### src/rtl/cache_ctrl_pkg.sv
// Shared types and constants for the cache controller FSM and its memory timer.
package cache_ctrl_pkg;

   localparam int CACHE_CTRL_DEF_LATENCY = 4;

   typedef enum logic [1:0] {
      IDLE      = 2'd0,
      COMPARE   = 2'd1,
      WRITEBACK = 2'd2,
      ALLOCATE  = 2'd3
   } cache_ctrl_state_t;

endpackage

### src/rtl/cache_controller_timer.sv
// Fixed-latency memory transfer timer: counts 0..MEM_LATENCY-1 while start is high,
// flags the final count and wraps to 0 so back-to-back transfers need no extra clear.
module mem_latency_timer
   import cache_ctrl_pkg::*;
#(
   parameter int MEM_LATENCY = CACHE_CTRL_DEF_LATENCY
) (
   input  logic clk,
   input  logic start,
   input  logic clear,
   output logic last
);

   localparam int TW = $clog2(MEM_LATENCY + 1);

   logic [TW-1:0] r_count;

   assign last = start && (r_count == TW'(MEM_LATENCY - 1));

   always_ff @(posedge clk) begin
      if (clear) begin
         r_count <= '0;
      end else if (start) begin
         r_count <= last ? '0 : r_count + 1'b1;
      end
   end

endmodule

### src/rtl/cache_controller.sv
// Cache control FSM: hit/miss sequencing, dirty write-back, line fill and re-compare.
// Optional hit/miss/write-back counters are compiled in with CACHE_CTRL_STATS_EN.
module cache_controller
   import cache_ctrl_pkg::*;
#(
   parameter int MEM_LATENCY = CACHE_CTRL_DEF_LATENCY
) (
   input  logic        clk,
   input  logic        rst_b,
   input  logic        cpu_req,
   input  logic        cpu_we,
   input  logic        cpu_is_byte,
   input  logic        hit,
   input  logic        dirty_bit,
   output logic        cpu_done,
   output logic        busy,
   output logic        cache_we,
   output logic        cache_in_select,
   output logic        mem_in_select,
   output logic        is_byte,
   output logic        mem_we,
   output logic        mem_re
`ifdef CACHE_CTRL_STATS_EN
   ,
   output logic [31:0] hit_count,
   output logic [31:0] miss_count,
   output logic [31:0] wb_count
`endif
);

   cache_ctrl_state_t r_state;
   logic              r_we;
   logic              r_byte;
   logic              w_mem_active;
   logic              w_last;

   assign w_mem_active = (r_state == WRITEBACK) || (r_state == ALLOCATE);

   mem_latency_timer #(
      .MEM_LATENCY(MEM_LATENCY)
   ) u_timer (
      .clk  (clk),
      .start(w_mem_active),
      .clear(rst_b),
      .last (w_last)
   );

   always_ff @(posedge clk) begin
      if (rst_b) begin
         r_state <= IDLE;
         r_we    <= 1'b0;
         r_byte  <= 1'b0;
      end else begin
         case (r_state)
            IDLE: begin
               if (cpu_req) begin
                  r_we    <= cpu_we;
                  r_byte  <= cpu_is_byte;
                  r_state <= COMPARE;
               end
            end
            COMPARE: begin
               if (hit)            r_state <= IDLE;
               else if (dirty_bit) r_state <= WRITEBACK;
               else                r_state <= ALLOCATE;
            end
            WRITEBACK: if (w_last) r_state <= ALLOCATE;
            ALLOCATE:  if (w_last) r_state <= COMPARE;
            default:   r_state <= IDLE;
         endcase
      end
   end

   // The store lands in the same cycle as the hit, so cpu_done and the write coincide.
   always_comb begin
      cpu_done        = 1'b0;
      busy            = (r_state != IDLE);
      cache_we        = 1'b0;
      cache_in_select = 1'b0;
      mem_in_select   = 1'b0;
      is_byte         = 1'b0;
      mem_we          = 1'b0;
      mem_re          = 1'b0;
      case (r_state)
         COMPARE: begin
            if (hit) begin
               cpu_done        = 1'b1;
               cache_we        = r_we;
               cache_in_select = r_we;
               is_byte         = r_we && r_byte;
            end
         end
         WRITEBACK: begin
            mem_in_select = 1'b1;
            mem_we        = 1'b1;
         end
         ALLOCATE: begin
            mem_re   = 1'b1;
            cache_we = w_last;
         end
         default: ;
      endcase
   end

`ifdef CACHE_CTRL_STATS_EN
   logic r_refilled;

   // A hit that follows this request's own fill is not a true hit.
   always_ff @(posedge clk) begin
      if (rst_b) begin
         hit_count  <= '0;
         miss_count <= '0;
         wb_count   <= '0;
         r_refilled <= 1'b0;
      end else begin
         if (r_state == IDLE) begin
            r_refilled <= 1'b0;
         end else if ((r_state == ALLOCATE) && w_last) begin
            r_refilled <= 1'b1;
         end
         if (r_state == COMPARE) begin
            if (!hit) begin
               miss_count <= miss_count + 32'd1;
               if (dirty_bit) wb_count <= wb_count + 32'd1;
            end else if (!r_refilled) begin
               hit_count <= hit_count + 32'd1;
            end
         end
      end
   end
`endif

endmodule

### config.mk
export PLATFORM = sky130hd
export DESIGN_NAME = cache_controller
export DESIGN_NICKNAME = d
export VERILOG_FILES = /design/src/rtl/cache_ctrl_pkg.sv /design/src/rtl/cache_controller_timer.sv /design/src/rtl/cache_controller.sv
export SDC_FILE = /design/constraint.sdc
export NUM_CORES = 1
export LEC_CHECK = 0
export CAP_MARGIN = 20
export CORE_MARGIN = 3
export CORE_UTILIZATION = 25
export DETAILED_ROUTE_END_ITERATION = 10
export HOLD_SLACK_MARGIN = 0.06
export SLEW_MARGIN = 25
export SYNTH_ARGS = -nofsm -noshare
export SYNTH_HDL_FRONTEND = slang
export SYNTH_HIERARCHICAL = 1
export SYNTH_SLANG_ARGS = --single-unit
### constraint.sdc
create_clock -name clk -period 2.15 [get_ports clk]
set_input_delay 0.3225 -clock clk [delete_from_list [all_inputs] [get_ports clk]]
set_output_delay 0.3225 -clock clk [all_outputs]
set_load 0.005 [all_outputs]
==> metrics.cfg, run 1 <==
[status]
status=completed

[final_layout]
antennaDiodeCount=0
drive_gt1_frac=0.1127
layout_commonest_cell=clkdlybuf4s50_1
final_cell_mix=clkdlybuf4s50_1, nand2_1, ha_1, dfxtp_1, nand2b_1
layout.nets=85
syn_to_final_growth_pct=46.35
nFillCells=163

[global_route]
grt_util_all_layers=0.09274
met1_usage=0.1118
grt_max_degree=9
gr-usage-met3=0.02214
grt-ovfl-total=0
grt_pass1_vias=350
grt_pass1_wl_um=1442
top_usage_layer=met2
antenna_found_initial=0
use_met2=0.1354

[worst_setup_path]
path_class=register to output port
crit_path_frequent_cell=nand2_1
cp.required_ps=1830
start_kind=register
path_cells=inv_1, ha_1, or2_2, nand2_1, nor2_1, o21ai_1, nand2_1, dlygate4sd2_1
crit_path_top_delay_cell=dfxtp_4
crit_fanout=5
crit_path_end_kind=output port
cp.arrival_ps=1720
max_stage_delay_ps=360

[clock_network]
cts_buffers=3
htree_levels=1
clk_path_buf_depth=2
cts_tree=built
clk_latency_ps=250
cts_num_sinks=7
root_buffer=clkbuf_4
path_clk_slew_ps=50

[synth]
ys.flop_type=dfxtp_1
syn_inst=52
syn_avg_cell_area_um2=8.566
ys_seq_area_frac=0.3146
async_flop_share=0
synth_edf_count=0
ys_warn_count=6
syn-num-nets=65
syn_area_um2=445.4
ys_ff_latch=7
ys_types=23

[timing]
setup_tns_ps=0
final.min_clock_period_ps=2039
tightest_slew_ps=301.1
finalCritPeriodShare=0.9482
rsz0062_at_grt=no
finalHoldViolCount=0
finalMaxSlewViolations=0
finalClockSkew_ps=1.457
fmax_ghz=0.4905
slew_headroom=0.7987
setup_viol_count_final=0

[floorplanning]
chipHeight_um=48.21
start_util=0.2794
pin_count=15
core-area_mm2=0.001594
die_area_mm2=0.002324
die_w_um=48.21
rows=14

[power_and_ir_drop]
leakagePower_nw=0.2843
ir_drop_mv=0.2593
power_mw=0.3543
pwr_density_cell_mw_per_mm2=543.5

[detailed_routing]
routed_wl_um=912
post_drt_wl_per_cell_um=9.600
via_per_inst=4.200
drt_pass1_iterations=4
vias=399
drcViolationCount=0
drt_iter0_drc=5
ant_nets=0

[placement]
dpl.hpwl_um=731.2
io_buffer_count=14
gp_congestion=0.6675

[job]
max_cap_viol_count=0

[hold_path]
hp-class=register to register

-- path summary, 6_finish.rpt --
check	start	endpoint	slack (ps)	depth (start not counted)
max	r_state[0]	cache_we	110	8
min	r_byte	r_byte	460	2
max reg2reg	r_state[0]	r_state[1]	570	8
min reg2reg	r_byte	r_byte	460	2
-- metal layers --
metal  vias to the layer above  wire, um
li1                        212         -
met1                       177       457
met2                         8       398
met3                         2        37
met4                         0        19
met5                         -         0
-- cell families (layout without fill, tap and decap cells) --
kind of cell / count (synthesis) / count (layout) / synth area share
AOI/OAI and AO/OA: 8 / 8 / 0.1124
muxes: 2 / 2 / 0.04495
and+or+nand+nor: 25 / 25 / 0.3175
buffers and inverters: 4 / 23 / 0.04214
DFF: 7 / 7 / 0.3146
adders and majority gates: 6 / 6 / 0.1685
-- metrics by stage --
step	setup WS [ps]	instance area [um^2]	hold WS, ps	util	instances
2_1_floorplan	488.0	445.4	384.9	-	52
3_3_place_gp	99.30	623.1	447.9	0.3909	91
3_5_place_dp	75.84	623.1	450.0	0.3909	91
4_1_cts	94.84	651.9	457.5	0.4089	95
5_1_grt	13.24	651.9	495.6	0.4089	95
6_report	111.4	651.9	455.7	0.4089	95
-- Yosys cell counts (2+ instances only) --
| library cell | n | share of area |
|---|---|---|
| nand3_1 | 2 | 0.022 |
| nand2b_1 | 4 | 0.056 |
| mux2i_1 | 2 | 0.045 |
| o21ai_0 | 2 | 0.022 |
| nor2_1 | 2 | 0.017 |
| nand2_1 | 7 | 0.059 |
| inv_1 | 3 | 0.025 |
| ha_1 | 6 | 0.17 |
| a21oi_1 | 3 | 0.034 |
| nor3b_1 | 2 | 0.034 |
| dfxtp_1 | 7 | 0.31 |
-- critical path: cells and delay by family (launching register included) --
family / cells / cell delay (ps)
AND/OR/NAND/NOR: 4 / 470
adder cells (fa/ha/maj): 1 / 200
AO/OA/AOI/OAI: 1 / 120
buffers and inverters: 2 / 310
flip-flops: 1 / 360
-- power breakdown --
part,internal (mW),switching [mW],total (mW)
registers,0.139,0.00752,0.147
clock network,0.0709,0.0502,0.121
logic,0.0498,0.0368,0.0865
-- state kept, by name, summed over array words and instances, names as in the netlist --
register	cells
r_we	1
r_byte	1
u_timer/r_count	3
r_state	2
-- timing repair --
action | 4_1_cts | 5_1_grt
resized for setup | 4 | 0
hold buffers | 0 | 0
buffers inserted | 0 | 0
setup endpoints to repair | 1 | 0
endpoints found under the hold margin | 0 | 0
-- final cells by class --
cell class                      instances  area, um^2  area share
Clock buffer                            4       26.28     0.04031
Inverter                                3       11.26     0.01727
Multi-Input combinational cell         41       286.5      0.4395
Sequential cell                         7       143.9      0.2207
Tap cell                               24       30.03     0.04607
Timing Repair Buffer                   16       153.9      0.2361
Power figures use the tool's default switching activity.
==> inputs of run 2 (changes only) <==
==> constraint.sdc (replaced) <==
create_clock -name clk -period 1.9 [get_ports clk]
set_input_delay 0.285 -clock clk [delete_from_list [all_inputs] [get_ports clk]]
set_output_delay 0.285 -clock clk [all_outputs]
set_load 0.005 [all_outputs]
==> run 2 against run 1 <==
Net effect: flip-flop and latch count stayed put; cell count grew 6.3%; combinational power grew 38%; count of clock-buffer cells in the layout unchanged; sequential power is 12% higher; worst setup slack got worse by 58 ps; register-to-register slack worse by 260 ps.
==> metrics.cfg, run 2 (same netlist as run 1, synthesis figures left out) <==
[floorplanning]
chipHeight_um=48.21  ; unchanged
die_area_mm2=0.002324  ; unchanged
core-area_mm2=0.001594  ; unchanged
start_util=0.2794  ; unchanged
pin_count=15  ; unchanged
die_w_um=48.21  ; unchanged
rows=14  ; unchanged

[final_layout]
final_cell_mix=clkdlybuf4s50_1, buf_4, nand2_1  ; was clkdlybuf4s50_1, nand2_1, ha_1, dfxtp_1, nand2b_1
layout.nets=91  ; was 85
syn_to_final_growth_pct=61.52  ; was 46.35%
fin_util=0.4513  ; was 0.4089
layout_commonest_cell=clkdlybuf4s50_1  ; unchanged
biggestRegsByFlops=u_timer/r_count x3, r_state x2  ; unchanged
largest_reg_flops=3  ; unchanged
top_register=u_timer/r_count  ; unchanged
drive_gt1_frac=0.2857  ; was 0.1127
nFillCells=162  ; was 163
antennaDiodeCount=0  ; unchanged

[detailed_routing]
drcViolationCount=0  ; unchanged
drt_pass1_iterations=2  ; was 4
ant_nets=0  ; unchanged
post_drt_wl_per_cell_um=10.33  ; was 9.600 um
routed_wl_um=1043  ; was 912 um
vias=430  ; was 399
via_per_inst=4.257  ; was 4.200
drt_iter0_drc=1  ; was 5

[timing]
slew_headroom=0.7859  ; was 0.7987
finalMaxSlewViolations=0  ; unchanged
finalClockSkew_ps=1.655  ; was 1.457 ps
finalCritPeriodShare=0.9721
fin_worst_hold_slack_ps=453.0  ; was 455.7 ps
tightest_slew_ps=320.1  ; was 301.1 ps
finalHoldViolCount=0  ; unchanged
final.min_clock_period_ps=1847
setup_viol_count_final=0  ; unchanged
fmax_ghz=0.5414

[clock_network]
cts_buffers=3  ; unchanged
path_clk_slew_ps=50  ; about the same
clk_latency_ps=250  ; about the same
htree_levels=1  ; unchanged
root_buffer=clkbuf_4  ; unchanged
clk_path_buf_depth=2  ; unchanged
cts_tree=built  ; unchanged
cts_num_sinks=7  ; unchanged

[worst_setup_path]
cp.required_ps=1620  ; was 1830 ps
crit_fanout=3  ; was 5
start_kind=register  ; unchanged
ff2ff_setup_slack_ps=310  ; was 570 ps
cp.arrival_ps=1560  ; was 1720 ps
path_class=register to output port  ; unchanged
worst-r2r-cell-count=9  ; was 8
r2r_start=r_state[0]  ; unchanged
crit_path_end_kind=output port  ; unchanged
cp-startpoint=r_state[0]  ; unchanged
timing.rr.end=r_state[0]  ; was r_state[1]
crit_end=cache_in_select  ; was cache_we

[power_and_ir_drop]
pwr_density_cell_mw_per_mm2=580.6  ; was 543.5 mW/mm^2
p_sw_frac=0.2627  ; was 0.2666
pwr-share-comb=0.284  ; was 0.244
p_clk_frac=0.324  ; was 0.342
ir_drop_mv=0.2707  ; was 0.2593 mV
p_int_mw=0.3080  ; was 0.2598 mW
leakagePower_nw=0.3236  ; was 0.2843 nW
seqPwrFrac=0.392  ; was 0.414
switchingPower_mw=0.1097  ; was 0.09445 mW

[placement]
gp_congestion=0.6492  ; was 0.6675
dpl.hpwl_um=781.6  ; was 731.2 um
io_buffer_count=14  ; unchanged

[global_route]
grt_pass1_vias=405  ; was 350
antenna_found_initial=0  ; unchanged
grt_util_all_layers=0.09670  ; was 0.09274
grt_max_degree=9  ; unchanged
grt_pass1_wl_um=1573  ; was 1442 um
grt-ovfl-total=0  ; unchanged

[hold_path]
hp-class=register to register  ; unchanged

[status]
status=completed  ; unchanged

[job]
max_cap_viol_count=0  ; unchanged

## run 2: cell count changes in the layout (fill, tap and decap cells not counted), sizes merged
cell,change
dlymetal6s2s,+1
clkdlybuf4s50,-1
buf,+6
clkdlybuf4s15,+1
dlygate4sd2,-1
## run 2: area by class of cell
class,instances,area [um^2],share of cell area
Multi-Input combinational cell,41,306.5,0.4261
Inverter,3,11.26,0.01565
Tap cell,24,30.03,0.04174
Timing Repair Buffer,22,202.7,0.2817
Sequential cell,7,142.6,0.1983
Clock buffer,4,26.28,0.03652
## run 2: metal layers
layer / track usage / routed length [um]
met1: 0.1302 / 504
met2: 0.1432 / 510
met3: 0.02214 / 29
met4: 0.04839 / 0
met5: 0 / 0
## run 2: critical path, cell delays in order, from the launching register on
cell and delay, ps:
dfxtp_2 330, buf_4 120, ha_2 180, and3_4 190, clkdlybuf4s50_1 490
## run 2: power by group through the flow
stage	Clock (mW)	Combinational, mW	Sequential, mW
2_1_floorplan	0	0.0555	0.165
3_3_place_gp	0	0.113	0.165
3_5_place_dp	0	0.114	0.165
4_1_cts	0.139	0.115	0.163
5_1_grt	0.148	0.133	0.165
6_report	0.135	0.119	0.164
## run 2: how the worst min path moves through the flow
stage | from | endpoint | slack (ps) | cells past startpoint
6_report | r_byte | r_byte | 450 | 2
5_1_grt | r_byte | r_byte | 490 | 2
4_1_cts | r_byte | r_byte | 460 | 2
3_5_place_dp | r_byte | r_byte | 450 | 2
3_3_place_gp | r_byte | r_byte | 450 | 2
2_1_floorplan | rst_b | u_timer/r_count[0] | 350 | 1
## run 2: stage by stage
stage | std cells | area (um^2) | power [mW] | setup TNS [ps] | setup slack [ps]
after CTS | 100 | 691.9 | 0.4171 | 0 | 2.498
after global placement | 96 | 660.6 | 0.2776 | -17.40 | -17.40
after detailed placement | 96 | 660.6 | 0.2788 | -43.56 | -43.56
after floorplan | 52 | 445.4 | 0.2210 | 0 | 275.5
after global routing | 101 | 719.4 | 0.4458 | -0.1708 | -0.1708
final | 101 | 719.4 | 0.4177 | 0 | 53.05
## run 2: what timing repair did
item / CTS / global route
hold buffers: 0 / 0
setup buffers: 0 / 1
setup endpoints to repair: 2 / 4
pin swaps: 0 / 1
resized for setup: 5 / 9
